### src/rtl/run_limit_tx.sv
// Run-limited serial transmitter: shifts bytes out MSB-first, one bit per slot,
// and inserts a complementary stuff bit after MAX_RUN identical line bits.
module run_limit_tx #(
    parameter int DIV     = 125000000,
    parameter int DATA_W  = 8,
    parameter int MAX_RUN = 3
) (
    input  logic              clk,
    input  logic              reset,
    input  logic [DATA_W-1:0] data_in,
    input  logic              valid,
    output logic              ready,
    output logic              out,
    output logic              busy,
    output logic              stuff,
    output logic              done,
    output logic              fsm_state
);

    localparam int TW = (DIV > 1) ? $clog2(DIV) : 1;
    localparam int RW = $clog2(MAX_RUN + 1);
    localparam int BW = $clog2(DATA_W + 1);

    typedef enum logic {
        IDLE = 1'b0,
        SEND = 1'b1
    } state_t;

    state_t            state;
    logic [TW-1:0]     tick_cnt;
    logic              tick;
    logic              last_bit;
    logic [RW-1:0]     run_cnt;
    logic [DATA_W-1:0] shift;
    logic [BW-1:0]     bit_idx;
    logic              data_bit;
    logic [RW-1:0]     run_data;

    // Handshake: a word is taken on any clk edge where valid && ready; ready is
    // high exactly while IDLE, so valid during SEND is ignored and data_in is
    // only needed in the accepting cycle.
    assign ready     = (state == IDLE);
    assign busy      = (state == SEND);
    assign fsm_state = state;

    assign tick     = (tick_cnt == TW'(DIV - 1));
    assign data_bit = shift[DATA_W-1];
    assign run_data = (data_bit == last_bit) ? run_cnt + RW'(1) : RW'(1);

    always_ff @(posedge clk) begin
        if (reset) begin
            tick_cnt <= '0;
            state    <= IDLE;
            out      <= 1'b0;
            stuff    <= 1'b0;
            done     <= 1'b0;
            last_bit <= 1'b0;
            run_cnt  <= RW'(1);
            shift    <= '0;
            bit_idx  <= '0;
        end else begin
            done     <= 1'b0;
            tick_cnt <= tick ? '0 : tick_cnt + TW'(1);
            case (state)
                IDLE: begin
                    // An idle toggle always differs from the previous slot.
                    if (tick) begin
                        out      <= ~last_bit;
                        stuff    <= 1'b0;
                        last_bit <= ~last_bit;
                        run_cnt  <= RW'(1);
                    end
                    if (valid) begin
                        shift   <= data_in;
                        bit_idx <= BW'(DATA_W);
                        state   <= SEND;
                    end
                end
                SEND: begin
                    if (tick) begin
                        if (run_cnt == RW'(MAX_RUN)) begin
                            out      <= ~last_bit;
                            stuff    <= 1'b1;
                            last_bit <= ~last_bit;
                            run_cnt  <= RW'(1);
                        end else begin
                            out      <= data_bit;
                            stuff    <= 1'b0;
                            last_bit <= data_bit;
                            run_cnt  <= run_data;
                            shift    <= {shift[DATA_W-2:0], 1'b0};
                            bit_idx  <= bit_idx - BW'(1);
                            if (bit_idx == BW'(1)) begin
                                done  <= 1'b1;
                                state <= IDLE;
                            end
                        end
                    end
                end
                default: state <= IDLE;
            endcase
        end
    end

endmodule

### config.mk
export PLATFORM = sky130hd
export DESIGN_NAME = run_limit_tx
export DESIGN_NICKNAME = d
export VERILOG_FILES = /design/src/rtl/run_limit_tx.sv
export SDC_FILE = /design/constraint.sdc
export NUM_CORES = 1
export LEC_CHECK = 0
export CAP_MARGIN = 20
export CORE_ASPECT_RATIO = 1.1
export CORE_MARGIN = 1.5
export CORE_UTILIZATION = 60
export CTS_CLUSTER_SIZE = 30
export DETAILED_ROUTE_END_ITERATION = 8
export GPL_TIMING_DRIVEN = 0
export HOLD_SLACK_MARGIN = 0.03
export PLACE_DENSITY = 0.81
export SKIP_LAST_GASP = 1
export SYNTH_ARGS = -nofsm -noshare
export SYNTH_HDL_FRONTEND = slang
export SYNTH_SLANG_ARGS = --single-unit
export TNS_END_PERCENT = 10
### constraint.sdc
create_clock -name clk -period 3.3 [get_ports clk]
set_clock_uncertainty 0.15 [all_clocks]
set_input_delay 0.825 -clock clk [delete_from_list [all_inputs] [get_ports clk]]
set_output_delay 0.825 -clock clk [all_outputs]
set_load 0.03 [all_outputs]
==> flow_summary.toml, run 1 <==
[worst_setup_path]
cp.arrival_ps = 1550
r2r_start = "tick_cnt[0]$_SDFF_PP0_"
timing.rr.end = "last_bit$_SDFFE_PP0P_"
r2r_slack_ps = 1000
crit_type = "flop to primary output"
start_kind = "flop"
reg2regPathDepth = 5
cp_max_fo = 7
crit_path_end_kind = "primary output"
cp.required_ps = 2320

[clock_tree]
cts_max_path_buffers = 2
htree_levels = 2
path_clk_slew_ps = 90
cts_tree = "done"
cts_resized = 0
clkSinkCount = 45
cts.repair_timing.setup_buffer_count = 0
clkLatencyLatePin_ps = 300
cts_hold_buf = 0
cts_root_buf = "clkbuf_8"
cts_buffers = 5

[floorplan]
die_y_um = 68.0
rows = 23
die_area_um2 = 4220
io_pins = 17
core_um2 = 3650
die_w_um = 62.0
initial_utilization_pct = 63.0

[pwr]
vdd_drop_max_mv = 0.259
powerDensity_nw_per_um2 = 406
seqPwrFrac_pct = 52.4
p_leak_nw = 0.930
swShare_pct = 23.1
power_switching_w = 0.000248
clockPowerShare_pct = 39.7
comb_power_share_pct = 7.9
p_int_w = 0.000824

[cells_and_area]
fillers = 311
num-nets-final = 300
multi_input_area_um2 = 1270
area.growth.synth_to_final_pct = 14.6
instances_no_fill = 336
final_layout_size_suffix_gt1_share_pct = 12.9
ff_latch_area_um2 = 901
diodes = 0

[placement]
placed_cells = 328
port_buffers = 16
dp_hpwl_um = 3270
place_ws_ps = 932
gp_congestion = 0.801

[worst_hold_path]
holdPathEnd = "shift[5]$_SDFFE_PP0P_"
min-delay-start = "shift[5]$_SDFFE_PP0P_"
hp-class = "flop to flop"
whs_path_depth = 2

[timing]
tns_ps = 0
setup_slack_ps = 777
setup_viol = 0
drv_slew = 0
rsz0062_at_grt = "false"
tightest_slew_ps = 947
fin_crit_sh_pct = 76.5
period_needed_ps = 2520
relSlewSlack_pct = 36.3
max_freq_mhz = 396
finalHoldViolCount = 0

[synthesis]
synth_edf_count = 0
synth-compound-area-share_pct = 13.0
synth.net_count = 277
synth_top_cell_by_area = "dfxtp_1"
synth-simple-area-share_pct = 28.8
muxShareOfSynthArea_pct = 6.96
synth_area_um2 = 2300
synth_area_per_cell_um2 = 8.78
ys.flop_type = "dfxtp_1"
synthAdderAreaFrac_pct = 2.18
netlist_top_cells_area = "dfxtp_1 39%, nand2_1 4.1%, mux2_2 3.9%"
async_flop_share_pct = 0
synth-seq-cells = 45
synth_top_family_by_area = "simple AND/OR/NAND/NOR gates"
synth-warning-count = 0
yosysTopAreaCellShare_pct = 39.2
synth_xor_area_share_pct = 4.19
seq_area_frac_synth_pct = 39.2
syn-instance-count = 262
synth_cell_types = 50

[global_route]
grt_overflow = 0
grt_pass1_wl_um = 7290
antenna_found_initial = 0
grt_pass1_vias = 1761
grt_max_degree = 16
grt_util_all_layers_pct = 22.6

[flow_run]
cap_violations = 0

[drt]
vias_per_cell = 5.79
vias = 1946
drtIter0Drc = 89
wire_per_inst_um = 13.7
drt_wl_total_um = 4600
dr.pass1.iters = 4
drc_errors = 0
ant_nets = 0

[run_status]
outcome = "complete, no violations"
[worst max path at each step]
| stage | startpoint | end | slack, ps | cells after the start |
|---|---|---|---|---|
| 2_1_floorplan | tick_cnt[0]$_SDFF_PP0_ | shift[0]$_SDFFE_PP0P_ | 1190 | 7 |
| 3_3_place_gp | reset | tick_cnt[16]$_SDFF_PP0_ | 940 | 4 |
| 3_5_place_dp | reset | tick_cnt[16]$_SDFF_PP0_ | 930 | 4 |
| 4_1_cts | busy$_SDFF_PP0_ | ready | 770 | 3 |
| 5_1_grt | busy$_SDFF_PP0_ | ready | 720 | 3 |
| 6_report | busy$_SDFF_PP0_ | ready | 780 | 3 |
[area by class of cell]
cell class                      instances  area share [%]
Clock buffer                            5            2.61
Multi-Input combinational cell        193            48.1
Buffer                                 15            3.70
Sequential cell                        45            34.2
Tap cell                               50            2.37
Clock inverter                          3            1.66
Timing Repair Buffer                   16            6.07
Inverter                                9            1.28
[synthesized netlist by cell type, types with 2 or more instances]
library cell and count:
xnor2_1 4, dfxtp_1 45, and4_1 5, buf_6 3, nand4_1 10, a31o_1 2
nand2_1 25, ha_1 4, inv_1 9, a21oi_1 17, nor2_1 18, nor4b_2 2
nand2b_1 2, nand4b_1 2, nand3_1 12, mux2_2 8, or4_1 4, nor4_1 5
mux2i_1 7, or2_2 2, xor2_1 7, o31ai_1 3, or3_1 11, o211a_1 2
buf_4 4, clkbuf_1 4, a21o_1 3, o21ai_0 12, nor3_1 5, buf_2 3
and3_1 3
[through the flow]
step                      power, W  instance area, um^2  utilization [%]  hold slack, ps
final                      0.00107                 2640             72.1             318
after global routing       0.00110                 2640             72.1             349
after CTS                  0.00107                 2640             72.1             313
after detailed placement  0.000659                 2520             69.1             299
after global placement    0.000657                 2520             69.1             293
after floorplan           0.000630                 2300                -             285
[sequential cells by signal, indices dropped and copies added, names as in the netlist]
signal and cells:
bit_idx 4, busy 1, done 1, last_bit 1, run_cnt 2, shift 8, stuff 1, tick_cnt 27
[power groups by stage]
| stage | clock network [W] | logic [W] | registers [W] |
|---|---|---|---|
| 5_1_grt | 0.000446 | 0.0000927 | 0.000563 |
| 2_1_floorplan | 0 | 0.0000555 | 0.000574 |
| 6_report | 0.000425 | 0.0000848 | 0.000561 |
| 3_3_place_gp | 0 | 0.0000837 | 0.000574 |
| 3_5_place_dp | 0 | 0.0000850 | 0.000574 |
| 4_1_cts | 0.000428 | 0.0000855 | 0.000561 |
[critical path, stage by stage (launching register included)]
cell and delay (ps):
dfxtp_1 320, buf_4 160, inv_1 100, clkdlybuf4s50_1 670
[layout by cell type, fill, tap and decap left out, types with 5 or more instances in the layout]
cell type,n
nand3_1,12
nor3_1,5
mux2_2,8
and4_1,5
dfxtp_1,45
clkdlybuf4s50_1,16
a21oi_1,17
mux2i_1,7
or3_1,11
nand2_1,25
nor2_1,18
o21ai_0,12
clkbuf_8,5
xor2_1,7
nor4_1,5
inv_1,9
nand4_1,10
[kinds of logic after synthesis]
group | count (synthesis)
xor+xnor | 11
mux | 15
buf+inv | 24
fa+ha+maj | 4
compound gates | 47
flops | 45
simple gates | 116
[routing by layer]
layer	routed length, um	GRT usage (%)	vias to the layer above
li1	-	-	997
met1	2090	26.5	914
met2	2360	40.4	31
met3	117	4.73	4
met4	40	7.18	0
met5	0	0	-
No activity file was read; power rests on OpenSTA's default activity.
==> run 2: changes to the inputs <==
Settings changed: CORE_UTILIZATION 60 to 52, PLACE_DENSITY 0.81 to 0.75.
Clock period 3.3 ns to 2.1 ns, I/O delays scaled along.
==> flow_summary.toml, run 2 (same netlist as run 1, synthesis figures left out) <==
[cells_and_area]
diodes = 0
final_util_pct = 63.7
final_common_cell = "dfxtp_1"
final_layout_size_suffix_gt1_share_pct = 17.4
stdcell_area_um2 = 2730
area.growth.synth_to_final_pct = 18.7
largest_reg_flops = 27
num-nets-final = 302
top_regs = "tick_cnt x27, shift x8, bit_idx x4"
fillers = 381
final_cell_mix = "40 x dfxtp_1, 24 x nand2_1, 18 x nor2_1"
regMostFlops = "tick_cnt"

[drt]
wire_per_inst_um = 14.3
vias_per_cell = 5.80
vias = 1985
dr.pass1.iters = 5
drc_errors = 0
drt_wl_total_um = 4880
ant_nets = 0
drtIter0Drc = 128

[global_route]
grt_max_degree = 15
grt_pass1_wl_um = 8360
grt_util_all_layers_pct = 22.1
grt_overflow = 0
antenna_found_initial = 0
grt_pass1_vias = 1853

[placement]
dp_hpwl_um = 3380
gp_congestion = 0.779
port_buffers = 16
placed_area_um2 = 2530

[pwr]
p_leak_nw = 0.977
powerDensity_nw_per_um2 = 664
vdd_drop_max_mv = 0.497

[floorplan]
die_y_um = 72.8
io_pins = 17
die_area_um2 = 4830
core_um2 = 4290
die_w_um = 66.4
rows = 25
initial_utilization_pct = 53.7

[run_status]
outcome = "complete, no violations"

[worst_setup_path]
crit_path_top_delay_cell = "or4_4"
crit_type = "flop to flop"
cp.required_ps = 2160
r2r_start = "run_cnt[0]$_SDFFE_PP1P_"
critPathLaunch = "run_cnt[0]$_SDFFE_PP1P_"
start_kind = "flop"
cp.arrival_ps = 2140
crit_path_end_kind = "flop"
critical_path.max_stage_delay_ps = 420
cp_max_fo = 9
crit_chain = "ha_2, nand4b_1, or4_4, buf_6, o21a_1, buf_6, a31o_1"
critPathMostFrequentCell = "buf_6"

[clock_tree]
cts_buffers = 5
htree_levels = 2
clkLatencyLatePin_ps = 310
clkSinkCount = 45
cts_max_path_buffers = 2
cts_root_buf = "clkbuf_8"
cts_tree = "done"
path_clk_slew_ps = 90

[timing]
drv_slew = 0
fin_crit_sh_pct = 99.5
period_needed_ps = 2090
tightest_slew_ps = 596
rsz0062_at_grt = "true"
relSlewSlack_pct = 60.0
setup_viol = 0
max_freq_mhz = 479
finalHoldViolCount = 0

[flow_run]
cap_violations = 0

[worst_hold_path]
min-delay-start = "shift[4]$_SDFFE_PP0P_"
hp-class = "flop to flop"
## run 2: cell count changes in the layout (fill, tap and decap cells not counted), moves of 2 or more
cell,before,now
dfxtp_1,45,40
buf_4,4,6
dfxtp_2,0,3
ha_1,4,2
dfxtp_4,0,2
## run 2: final cells by class
class                   instances  area (um^2)  area share, %
well taps                      54         67.6           2.47
multi-input cells             193         1300           47.6
flip-flops and latches         45          912           33.4
clock buffers                   5         68.8           2.52
clock inverters                 3         65.1           2.38
repair buffers                 19          185           6.78
inverters                       9         33.8           1.24
plain buffers                  14         97.6           3.57
## run 2: layer usage
metal / wire (um) / GRT usage, % / share of wire (%) / vias up
met5: 0 / 0 / 0 / -
met4: 79 / 7.48 / 1.6 / 0
met3: 158 / 5.09 / 3.2 / 7
met2: 2400 / 37.8 / 49 / 35
met1: 2240 / 27.3 / 46 / 942
li1: - / - / - / 1001
## run 2: metrics by stage
stage | hold slack [ps] | total power (W) | instances | setup TNS, ps | setup WS, ps
after global placement | 295 | 0.00103 | 332 | -3970 | -172
after CTS | 317 | 0.00182 | 341 | -3550 | -162
after detailed placement | 305 | 0.00104 | 332 | -4280 | -179
after floorplan | 285 | 0.000990 | 262 | 0 | 4.33
after global routing | 329 | 0.00188 | 342 | -288 | -65.4
final | 319 | 0.00181 | 342 | 0 | 10.7
## run 2: power breakdown
| part | total, W | internal [W] | switching, W |
|---|---|---|---|
| clock | 0.000787 | 0.000473 | 0.000314 |
| combinational | 0.000142 | 0.0000742 | 0.0000678 |
| sequential | 0.000885 | 0.000870 | 0.0000147 |
| total | 0.00181 | 0.00142 | 0.000396 |
## run 2: worst max-delay path: cells and delay by family, from the launching register on
family                     cells  cell delay, ps
and+or+nand+nor                2             590
AOI/OAI and AO/OA              2             390
DFF                            1             340
buffers and inverters          2             300
adders and majority gates      1             220
## run 2: final timing paths
check | end | slack, ps | depth (start not counted)
worst max-delay path | shift[0]$_SDFFE_PP0P_ | 10 | 7
worst min-delay path | shift[4]$_SDFFE_PP0P_ | 320 | 2
worst max register to register | shift[0]$_SDFFE_PP0P_ | 10 | 7
worst min register to register | shift[4]$_SDFFE_PP0P_ | 320 | 2
## run 2: what timing repair did
| item | 4_1_cts | 5_1_grt |
|---|---|---|
| setup endpoints to repair | 37 | 45 |
| pin swaps | 1 | 0 |
| hold buffers | 0 | 0 |
| buffers inserted | 2 | 1 |
| resized for setup | 2 | 12 |
